`config.mk`:
```
export PLATFORM = sky130hd
export DESIGN_NAME = pipelined_segmented_adder
export DESIGN_NICKNAME = d
export VERILOG_FILES = /design/src/rtl/pipelined_segmented_adder.sv
export SDC_FILE = /design/constraint.sdc
export NUM_CORES = 1
export LEC_CHECK = 0
export BUFFER_PORTS_ARGS = -buffer_cell sky130_fd_sc_hd__buf_2
export CAP_MARGIN = 5
export CORE_MARGIN = 5
export CORE_UTILIZATION = 50
export DETAILED_ROUTE_END_ITERATION = 12
export PLACE_DENSITY_LB_ADDON = 0.05
export SYNTH_ARGS = -nofsm -noshare
export SYNTH_HDL_FRONTEND = slang
export SYNTH_SLANG_ARGS = --single-unit
```
`constraint.sdc`:
```
create_clock -name clk -period 8.9 [get_ports clk]
set_input_delay 0 -clock clk [delete_from_list [all_inputs] [get_ports clk]]
set_output_delay 0 -clock clk [all_outputs]
set_load 0.1 [all_outputs]
```
`src/rtl/pipelined_segmented_adder.sv`:
```
`timescale 1ns/1ps
`default_nettype none
// ============================================================================
// Module   : pipelined_segmented_adder
// Purpose  : Pipelined widening adder. A WA-bit unsigned operand A is added
//            to a WB-bit operand B that is zero- or sign-extended to WA+1
//            bits, giving a WA+1-bit sum (mod 2^(WA+1)). The carry chain is
//            cut into SEG-bit segments with one register stage per segment.
//            A valid/ready handshake with a single global stall provides
//            backpressure.
// Ports    : clk          rising-edge clock
//            rst          asynchronous active-high reset
//            in_valid     input transaction present
//            in_ready     block accepts input this cycle
//            in_a[WA-1:0] operand A (unsigned)
//            in_b[WB-1:0] operand B
//            in_b_signed  1: sign-extend B, 0: zero-extend B
//            out_valid    out_sum holds a result
//            out_ready    downstream accepts the result
//            out_sum[WA:0] result
// Revision : 1.0 - initial release
// ============================================================================
module pipelined_segmented_adder #(
  parameter int WA  = 47,
  parameter int WB  = 4,
  parameter int SEG = 16
) (
  input  logic          clk,
  input  logic          rst,
  input  logic          in_valid,
  output logic          in_ready,
  input  logic [WA-1:0] in_a,
  input  logic [WB-1:0] in_b,
  input  logic          in_b_signed,
  output logic          out_valid,
  input  logic          out_ready,
  output logic [WA:0]   out_sum
);

  // ceil((WA+1)/SEG): number of stages and latency in cycles
  localparam int NSEG = (WA + SEG) / SEG;

  logic                 w_stall;
  logic [WA:0]          w_ext_a;
  logic [WA:0]          w_ext_b;

  // Per-stage state. r_x carries finished sum bits for the segments already
  // processed and the still-unused A bits above them, so the low result
  // bits are deskewed and the high operand bits skewed in one register.
  // r_y carries the extended B operand forward.
  logic [NSEG-1:0]         r_v;
  logic [NSEG-1:0]         r_c;
  logic [NSEG-1:0][WA:0]   r_x;
  logic [NSEG-1:0][WA:0]   r_y;
  logic [NSEG-1:0]         w_v_nxt;
  logic [NSEG-1:0]         w_c_nxt;
  logic [NSEG-1:0][WA:0]   w_x_nxt;
  logic [NSEG-1:0][WA:0]   w_y_nxt;

  assign w_stall  = r_v[NSEG-1] & ~out_ready;
  assign in_ready = ~w_stall;

  assign w_ext_a = {1'b0, in_a};
  assign w_ext_b = {{(WA + 1 - WB){in_b_signed & in_b[WB-1]}}, in_b};

  generate
    for (genvar k = 0; k < NSEG; k++) begin : g_stage
      localparam int LO = k * SEG;
      // The top segment is truncated at bit WA
      localparam int SW = ((WA + 1 - LO) < SEG) ? (WA + 1 - LO) : SEG;

      logic [WA:0] w_x_in;
      logic [WA:0] w_y_in;
      logic        w_c_in;
      logic        w_v_in;
      logic [SW:0] w_seg;
      logic [WA:0] w_x_new;

      if (k == 0) begin : g_first
        // Stage 0 only updates when not stalled, so in_valid equals acceptance
        assign w_x_in = w_ext_a;
        assign w_y_in = w_ext_b;
        assign w_c_in = 1'b0;
        assign w_v_in = in_valid;
      end else begin : g_next
        assign w_x_in = r_x[k-1];
        assign w_y_in = r_y[k-1];
        assign w_c_in = r_c[k-1];
        assign w_v_in = r_v[k-1];
      end

      assign w_seg = {1'b0, w_x_in[LO +: SW]} + {1'b0, w_y_in[LO +: SW]}
                   + {{SW{1'b0}}, w_c_in};

      always_comb begin
        w_x_new            = w_x_in;
        w_x_new[LO +: SW]  = w_seg[SW-1:0];
      end

      assign w_x_nxt[k] = w_x_new;
      assign w_y_nxt[k] = w_y_in;
      assign w_c_nxt[k] = w_seg[SW];
      assign w_v_nxt[k] = w_v_in;
    end
  endgenerate

  // One global enable: every stage advances together or holds together
  always_ff @(posedge clk or posedge rst) begin
    if (rst) begin
      r_v <= '0;
      r_c <= '0;
      r_x <= '0;
      r_y <= '0;
    end else if (!w_stall) begin
      r_v <= w_v_nxt;
      r_c <= w_c_nxt;
      r_x <= w_x_nxt;
      r_y <= w_y_nxt;
    end
  end

  assign out_valid = r_v[NSEG-1];
  assign out_sum   = r_x[NSEG-1];

  // The final carry-out wraps away and the last B copy has no consumer
  logic w_unused;
  assign w_unused = ^{r_c[NSEG-1], r_y[NSEG-1]};

endmodule
`default_nettype wire

```
; ---- Word level (Yosys, flattened, before mapping)
; Index checks and enable logic that the tools add are counted.
[classes]
n_addsub = 5
multipliers = 0
div_mod_pow = 0
n_lt_le_gt_ge = 0
eq_ne = 0
n_shift = 0
n_mux = 0
n_bitwise = 4
n_reduce_logical = 0
[op_table]
columns = op, n
row1 = 16-bit by 16-bit adder with 17-bit output, 2
row2 = 17-bit by 1-bit adder with 17-bit output, 1
row3 = 15-bit by 16-bit adder with 16-bit output, 1
row4 = 16-bit by 1-bit adder with 16-bit output, 1
row5 = 1-bit bitwise AND, 2
row6 = 1-bit inverter, 2
[word_totals]
register_bits = 157
latch_bits = 0
mem_bits_rw = 0
rom_bits = 0
n_memories = 0

; ---- Logic depth before layout (Yosys ltp)
; Gate-level depths: netlist (run 1).
[logic_depth]
word_depth = 3
ltp_mapped = 10

; ---- Worst setup path before layout (run 1)
; OpenSTA, ideal clock, no wires.
[synth_timing]
path_type = register -> register
startpoint = register r_v[2]
endpoint = register r_x (netlist bit g_stage[1].w_x_in[10])
setup_time_ns = 0.187
arrival_ns = 2.723
t_required_ns = 8.713
setup_slack_ns = 5.990
stages_incl_launch_ff = 7
path_buffers = 3
path_cell_list = dfrtp_1 nor2b_1 clkbuf_1 inv_1 clkbuf_1 clkbuf_1 a21oi_1
[synth_via]
elab_chain_cells = 1
[synth_lines]
columns = element, line
row1 = start: declaration, 51  ; logic [NSEG-1:0] r_v;
row2 = start signal: assignment, 115  ; r_v <= w_v_nxt;
row3 = 1-bit bitwise AND, 60  ; assign w_stall = r_v[NSEG-1] & ~out_ready;
row4 = end signal: assignment, 117  ; r_x <= w_x_nxt;
row5 = end: declaration, 53  ; logic [NSEG-1:0][WA:0] r_x;
; No other way between the ends.
; A chain may end at the register's enable or synchronous reset.

; ---- Final worst setup path (run 1)
[layout_timing]
startpoint = register g_stage[1].w_y_in[4] (netlist name)
endpoint = register r_c[1]
[layout_via]
elab_chain_cells = 2
[layout_lines]
columns = element, line
row1 = 16-bit by 16-bit adder with 17-bit output, 92  ; assign w_seg = {1'b0, w_x_in[LO +: SW]} + {1'b0, w_y_in[LO +: SW]}
row2 = 17-bit by 1-bit adder with 17-bit output, 93  ; + {{SW{1'b0}}, w_c_in};
row3 = end signal: assignment, 116  ; r_c <= w_c_nxt;
row4 = end: declaration, 52  ; logic [NSEG-1:0] r_c;
; No other way between the ends.

==> reports/qor.csv, run 1 <==
metric,value,unit
status,completed,
clock-sinks,149,
syn_nets,952,
grtUsageMet2,32.8,%
leakage,0.00464,µW
seq_power_share,29.9,%
syn_area,0.00750,mm²
crit_type,flop to flop,
synth_cell_types,56,
port_buffers,105,
synth_ff_type,dfrtp_1,
drc_errors,0,
grt_pass1_wl,29.7,mm
die_w,132,µm
place_congestion,0.928,
grt_busiest_layer,met2,
postLayoutCoreUtil,62.8,%
cp_top_family,compound AO/OA/AOI/OAI gates,
clk_pin_slew,60,ps
root_buffer,clkbuf_16,
async_flop_share,100,%
antenna_left,0,
drt_pre_antenna_iters,5,
synth_largest_area_cell,dfrtp_1,
hold_class,input port to flop,
antenna_cells,0,
grt_start_max_net_pins,106,
ys_warn_count,0,
switchingPower,1840,µW
initial_core_util,51.2,%
core_area,0.0146,mm²
fp.dieH,132,µm
swShare,49.6,%
dp_hpwl,11.7,mm
peakVddDrop,0.235,mV
gr-usage-met1,27.4,%
final_nets,1080,
slowest_stage,dfrtp_1,
row_count,44,
cts_tree,yes,
hold_viol_final,0,
p_comb_share,49.3,%
setup_violations,0,
drive_gt1_share,15.5,%
area_delta_synth_final,22.6,%
clock_power_share,20.8,%
synth.area.top_cells,"dfrtp_1 50%, nand2_1 17%, ha_1 5.5%, a21oi_1 3.1%, nor2_1 2.4%",
cp_data_arrival_time,3570,ps
overflow,0,
drv_cap,0,
final_common_cell,nand2_1,
synth_seq_cells,149,
final_max_slew_viol_count,0,
io_pins,106,
clock_skew,13.1,ps
synth_area_per_cell,8.74,µm²
fin_ws,5630,ps
internal_power,1870,µW
fin_crit,3270,ps
vias,6294,
use_met3,5.01,%
clock.fmax,306,MHz
place_ws,5670,ps
grt_antenna_before_repair,0,
wl,17.4,mm
worst_slew_pin_slew,928,ps
numCtsBuffers,17,
crit_buf_inv,0,
final_cell_mix,"342 x nand2_1, 149 x dfrtp_1, 105 x buf_2, 47 x nor2_1, 46 x a21oi_1",
wl_per_cell,14.7,µm
h-tree-depth,4,
synth_top_cell_area_share,49.7,%
timing.final.crit_share,36.7,%
dieArea,0.0175,mm²
endpoint_kind,flop,
ys_seq_area_share,49.7,%
viasPerCell,5.32,
finalSetupTns,0,ps
clkLatencyLatePin,420,ps
cp-start-kind,flop,
ctsResizeCount,0,
powerDensity,404,mW/mm²
slowest_delay,660,ps
drtIter0Drc,358,
netlist_instances,858,
crit_required,9200,ps
rsz0062_at_grt,false,
grt_pass1_vias,6239,
cts_buffer_depth,2,
crit_chain,fa_1 > fa_1 > a211oi_1 > o211ai_1 > nand2_1 > a31oi_1 > a221o_1 > a211oi_1 > nor2_1,
synth-edff-count,0,
path_max_fanout,19,
track_usage,20.4,%
maxSlewHeadroom,38.2,%
## synthesized netlist by cell type, types with 3 or more instances
cell type	instances
nand2_1	342
dfrtp_1	149
nor2_1	47
a21oi_1	46
clkbuf_1	34
ha_1	33
o21ai_0	26
xnor2_1	20
xor2_1	17
a21o_1	12
inv_1	10
a211oi_1	8
nand3_1	8
o31ai_1	7
a31oi_1	6
buf_1	6
nand2b_1	6
or3_1	6
and3_1	5
fa_1	5
nor3_1	5
o21a_1	5
a211o_1	4
nor4_1	4
o211ai_1	3
## power groups by stage
stage / Clock, µW / Combinational, µW / Sequential [µW]
after floorplan: 0 / 697 / 1890
after global placement: 0 / 1780 / 1110
after detailed placement: 0 / 1820 / 1120
after CTS: 785 / 1840 / 1110
after global routing: 813 / 1970 / 1150
final: 771 / 1830 / 1110
## metrics by stage
stage / total power (µW) / instance area [µm²] / cells / hold WS (ps)
after floorplan: 2590 / 7500 / 858 / 112
after global placement: 2900 / 8140 / 1109 / 196
after detailed placement: 2940 / 8140 / 1109 / 203
after CTS: 3740 / 9190 / 1182 / 18.0
after global routing: 3920 / 9190 / 1182 / 48.2
final: 3710 / 9190 / 1182 / 25.6
## layer usage
metal	part of all wire [%]	routed length, µm	vias up
li1	-	-	3096
met5	0	0	-
met1	45	7810	3012
met2	48	8390	163
met3	5.1	882	23
met4	1.6	274	0
## timing repair
item                                   CTS  global route
hold buffers                            42             0
buffers inserted                         0             0
endpoints found under the hold margin  145             0
## logic make-up after synthesis
| logic type | count (synthesis) | synth area share (%) |
|---|---|---|
| AO/OA/AOI/OAI | 144 | 12.8 |
| XOR/XNOR | 37 | 4.32 |
| adder cells (fa/ha/maj) | 38 | 6.84 |
| buffers and inverters | 52 | 2.64 |
| flip-flops | 149 | 49.7 |
| multiplexers | 2 | 0.267 |
| AND/OR/NAND/NOR | 436 | 23.4 |
## area by class of cell
class / count / area (µm²)
inverter: 10 / 45.0
clock buffer: 17 / 425
fill: 1266 / 5450
tap: 184 / 230
timing repair buffer: 151 / 976
multi-input combinational: 657 / 3580
clock inverter: 14 / 208
sequential: 149 / 3730
## final timing paths
kind / start / to / slack (ps) / depth (start not counted)
worst max register to register: g_stage[1].w_y_in[4] / r_c[1] / 5630 / 9
worst min register to register: r_v[1] / r_v[2] / 450 / 1
min in group asynchronous: rst / g_stage[1].w_x_in[30] / 340 / 3
worst min-delay path: in_b[1] / g_stage[1].w_x_in[1] / 30 / 4
worst max-delay path: g_stage[1].w_y_in[4] / r_c[1] / 5630 / 9
max in group asynchronous: rst / g_stage[2].w_x_in[43] / 7400 / 4
## worst reg2reg max path, delay by kind of cell, from the launching register on
kind | cells | cell delay (ps)
DFF | 1 | 660
and+or+nand+nor | 2 | 190
AOI/OAI and AO/OA | 5 | 1280
adders and majority gates | 2 | 1020
## state kept, by name (all words and copies together), names as in the netlist
| name | flops |
|---|---|
| g_stage.w_x_in | 94 |
| g_stage.w_y_in | 2 |
| out_sum | 48 |
| r_c | 2 |
| r_v | 3 |
Power figures use the tool's default switching activity.
==> run 2: changes to the inputs <==
==> constraint.sdc (replaced) <==
create_clock -name clk -period 3 [get_ports clk]
set_input_delay 0 -clock clk [delete_from_list [all_inputs] [get_ports clk]]
set_output_delay 0 -clock clk [all_outputs]
set_load 0.1 [all_outputs]
==> reports/qor.csv, run 2 (synthesized netlist as in run 1, its figures left out) <==
metric,value,unit,change
grt_pass1_vias,6247,,+0.13%
cp_data_arrival_time,3050,ps,-520 ps
maxSlewHeadroom,58.7,%,+21 points
worst_slew_pin_slew,616,ps,-312 ps
endpoint_kind,flop,,
clk_pin_slew,60,ps,about the same
drtIter0Drc,380,,+6.1%
place_congestion,0.918,,-1.1%
final_cell_mix,"342 x nand2_1, 149 x dfrtp_1, 105 x buf_2, 47 x nor2_1, 46 x a21oi_1",,
timing.final.crit_share,92.0,%,+55 points
leakage,0.00467,µW,+0.61%
status,completed,,
area_delta_synth_final,23.8,%,
dpl-instance-area,0.00823,mm²,+1.1%
cp-start-kind,flop,,
core_area,0.0146,mm²,unchanged
grt_pass1_wl,29.6,mm,-0.19%
die_w,132,µm,unchanged
port_buffers,105,,unchanged
instances_no_fill,1190,,+0.68%
powerDensity,1180,mW/mm²,+190%
io_pins,106,,unchanged
setup_violations,0,,unchanged
clkLatencyLatePin,420,ps,about the same
vias,6304,,+0.16%
track_usage,20.3,%,-0.022 points
finalSetupTns,0,ps,unchanged
drc_errors,0,,unchanged
fp.dieH,132,µm,unchanged
cts_tree,yes,,
drv_cap,0,,unchanged
wl_per_cell,14.3,µm,-2.5%
fin_crit,2760,ps,-508 ps
initial_core_util,51.2,%,unchanged
place_inst,1114,,+0.45%
rsz0062_at_grt,false,,
row_count,44,,unchanged
grt_start_max_net_pins,147,,+39%
dp_hpwl,11.6,mm,-1.1%
final_nets,1087,,+0.65%
drt_pre_antenna_iters,4,,-1
overflow,0,,unchanged
clock_skew,6.87,ps,-6.25 ps
clock-sinks,149,,unchanged
hold_viol_final,0,,unchanged
grt_antenna_before_repair,0,,unchanged
clock.fmax,362,MHz,+18%
hold_class,input port to flop,,
peakVddDrop,0.724,mV,+210%
dieArea,0.0175,mm²,unchanged
h-tree-depth,4,,unchanged
antenna_left,0,,unchanged
antenna_cells,0,,unchanged
nFillCells,1245,,-1.7%
crit_type,flop to flop,,
path_max_fanout,3,,-16
root_buffer,clkbuf_16,,
cts_buffer_depth,2,,unchanged
wl,17.0,mm,-1.8%
final_common_cell,nand2_1,,
crit_required,3290,ps,-5910 ps
viasPerCell,5.30,,-0.51%
final_max_slew_viol_count,0,,unchanged
drive_gt1_share,16.1,%,+0.57 points
stdcell_area,0.00929,mm²,+1.0%
largest_reg_flops,94,,unchanged
numCtsBuffers,17,,unchanged
-- run 2: routing by layer --
metal	global-route usage (%)	routed length (µm)	vias up
li1	-	-	3120
met5	0	0	-
met3	4.37	738	28
met1	27.7	7910	3015
met2	32.3	8100	141
met4	7.51	295	0
-- run 2: worst paths after layout --
check	startpoint	to	slack (ps)	cells after the start
max in group asynchronous	rst	g_stage[2].w_x_in[41]	2220	4
min	in_a[9]	g_stage[1].w_x_in[9]	40	4
max reg2reg	r_c[1]	out_sum[46]	240	10
max	r_c[1]	out_sum[46]	240	10
min reg2reg	out_sum[27]	out_sum[27]	460	2
min in group asynchronous	rst	out_sum[26]	60	3
-- run 2: worst max-delay path, stage by stage (launching register included) --
cell	delay [ps]
dfrtp_1	400
fa_1	460
inv_1	90
fa_1	210
nor2b_1	70
o31a_1	290
nor3_2	170
o21ai_2	120
a31o_2	260
o2111a_1	220
or3_1	350
-- run 2: repair_timing --
action | CTS | global route
setup buffers | 0 | 0
hold endpoints to repair | 191 | 0
setup endpoints to repair | 0 | 1
gates resized for setup | 0 | 2
hold buffers | 44 | 0
-- run 2: area by class of cell --
cell class / count / area, µm² / area share [%]
multi-input cells: 657 / 3590 / 38.6
clock buffers: 19 / 443 / 4.77
well taps: 184 / 230 / 2.48
inverters: 10 / 43.8 / 0.472
repair buffers: 158 / 1080 / 11.7
clock inverters: 13 / 170 / 1.83
flip-flops and latches: 149 / 3730 / 40.1
-- run 2: through the flow --
step                      utilization, %  setup slack, ps  power, µW  hold slack, ps
after detailed placement            56.2             96.7       8730           -42.6
after global routing                63.4             42.3      11600            50.4
after floorplan                        -             90.2       7680             112
after global placement              56.2              174       8600           -47.8
after CTS                           63.4             86.3      11000            19.2
final                               63.4              241      10900            43.1
-- run 2: power by group --
part           leakage, µW  switching [µW]  total [µW]  internal, µW
combinational      0.00260            4160        5470          1310
sequential         0.00178             449        3250          2800
clock             0.000291             873        2210          1340
==> run 3: changes to the inputs <==
==> constraint.sdc (replaced) <==
create_clock -name clk -period 3.5 [get_ports clk]
set_input_delay 0 -clock clk [delete_from_list [all_inputs] [get_ports clk]]
set_output_delay 0 -clock clk [all_outputs]
set_load 0.1 [all_outputs]
==> reports/qor.csv, run 3 (synthesized netlist as in run 1, its figures left out) <==
metric,value,unit,change
initial_core_util,51.2,%,unchanged
path_max_fanout,3,,unchanged
crit_required,3800,ps,+510 ps
row_count,44,,unchanged
clock_skew,8.46,ps,+1.59 ps
fp.dieH,132,µm,unchanged
p_comb_share,50.5,%,+0.5 points
setup_violations,0,,unchanged
maxSlewHeadroom,37.9,%,-21 points
r2r-end,r_c[1],,
clk_pin_slew,60,ps,about the same
rr_startpoint,r_c[0],,
swShare,50.5,%,+0.38 points
place_congestion,0.922,,+0.37%
worst_slew_pin_slew,929,ps,+314 ps
port_buffers,105,,unchanged
place_inst,1112,,-0.18%
multiInputGateArea,0.00358,mm²,-0.21%
internal_power,4590,µW,-16%
wl_per_cell,14.2,µm,-0.69%
finalSetupTns,0,ps,unchanged
final_nets,1085,,-0.18%
largest_reg_flops,94,,unchanged
dieArea,0.0175,mm²,unchanged
seq_power_share,30.0,%,+0.3 points
clock_power_share,19.5,%,-0.7 points
clock.fmax,346,MHz,-4.5%
clkLatencyLatePin,420,ps,about the same
instances_no_fill,1188,,-0.17%
timing.final.crit_share,82.6,%,-9.4 points
antenna_cells,0,,unchanged
die_w,132,µm,unchanged
vias,6221,,-1.3%
dp_hpwl,11.4,mm,-1.6%
grt_busiest_layer,met2,,
hp-start,in_a[6],,
grt_pass1_vias,6402,,+2.5%
grt_start_max_net_pins,147,,unchanged
whs_path_depth,3,,-1
min_to,g_stage[1].w_x_in[6],,
regArea,0.00373,mm²,unchanged
peakVddDrop,0.565,mV,-22%
drive_gt1_share,15.8,%,-0.27 points
grt_pass1_wl,29.6,mm,about the same
cts_tree,yes,,
cp-start-kind,flop,,
track_usage,20.3,%,about the same
drv_cap,0,,unchanged
nFillCells,1271,,+2.1%
antenna_left,0,,unchanged
use_met3,5.77,%,+1.4 points
status,completed,,
final_cell_mix,"342 x nand2_1, 149 x dfrtp_1, 105 x buf_2, 47 x nor2_1, 46 x a21oi_1",,
h-tree-depth,4,,unchanged
reg2reg_slack,610,ps,+370 ps
clock-sinks,149,,unchanged
gr-usage-met1,26.5,%,-1.2 points
drc_errors,0,,unchanged
numCtsBuffers,17,,unchanged
drt_pre_antenna_iters,4,,unchanged
hold_viol_final,0,,unchanged
overflow,0,,unchanged
cp_data_arrival_time,3190,ps,+140 ps
rsz0062_at_grt,false,,
grt_antenna_before_repair,0,,unchanged
r2r_cells,9,,-1
area_delta_synth_final,23.1,%,
io_pins,106,,unchanged
drtIter0Drc,373,,-1.8%
powerDensity,1000,mW/mm²,-15%
fin_crit,2890,ps,+130 ps
final_max_slew_viol_count,0,,unchanged
viasPerCell,5.24,,-1.2%
hold_class,input port to flop,,
cts_buffer_depth,2,,unchanged
core_area,0.0146,mm²,unchanged
wl,16.9,mm,-0.86%
final_common_cell,nand2_1,,
leakage,0.00464,µW,-0.63%
root_buffer,clkbuf_16,,
grtUsageMet2,33.0,%,+0.77 points
crit_type,flop to flop,,
endpoint_kind,flop,,
switchingPower,4680,µW,-15%
## run 3: cell types whose count changed in the layout (fill, tap and decap cells not counted), sizes merged
| cell | change |
|---|---|
| clkinv | +1 |
| bufinv | -1 |
| inv | -1 |
| buf | -2 |
| clkinvlp | +2 |
| clkbuf | -1 |
## run 3: final cells by class
cell class	count	share of cell area, %
clock buffers	18	4.76
multi-input cells	657	38.8
well taps	184	2.49
inverters	10	0.474
clock inverters	14	1.64
repair buffers	156	11.4
flip-flops and latches	149	40.4
## run 3: power by group through the flow
stage | registers (µW) | logic, µW | clock network [µW]
3_5_place_dp | 2810 | 4670 | 0
3_3_place_gp | 2790 | 4590 | 0
4_1_cts | 2790 | 4720 | 1860
5_1_grt | 2870 | 5060 | 1940
6_report | 2780 | 4680 | 1810
2_1_floorplan | 4810 | 1770 | 0
## run 3: critical path, stage by stage, from the launching register on
cell and delay, ps:
dfrtp_1 410, fa_1 490, fa_1 450, a211oi_1 350, o211ai_1 150, nand2_1 110, a31oi_1 160, a221o_1 360
a211oi_1 230, nor2_1 70
## run 3: worst max-delay path by stage
stage | startpoint | slack (ps) | cells after the start | to
finish | r_c[0] | 610 | 9 | r_c[1]
global route | r_c[0] | 410 | 9 | r_c[1]
global placement | r_c[0] | 670 | 9 | r_c[1]
floorplan | r_v[2] | 590 | 6 | g_stage[1].w_x_in[10]
detailed placement | r_c[0] | 610 | 9 | r_c[1]
CTS | r_c[0] | 610 | 9 | r_c[1]
## run 3: through the flow
stage / hold slack (ps) / power [µW] / cell area (µm²) / utilization (%) / worst slack, ps
after floorplan: 112 / 6580 / 7500 / - / 590
after global placement: 197 / 7380 / 8200 / 56.0 / 670
after detailed placement: 201 / 7480 / 8200 / 56.0 / 613
after CTS: 11.1 / 9370 / 9230 / 63.0 / 607
after global routing: 43.0 / 9870 / 9230 / 63.0 / 411
final: 37.5 / 9270 / 9230 / 63.0 / 610
## run 3: repair_timing
item / in CTS / in global routing
endpoints found under the hold margin: 81 / 0
gates resized for setup: 0 / 0
hold buffers: 44 / 0
setup endpoints to repair: 0 / 0
setup buffers: 0 / 0
## run 3: layer usage
metal  share of wire, %  routed length, µm
met1                 46               7860
met5                  0                  0
met3                4.0                677
met2                 48               8120
met4                1.4                242
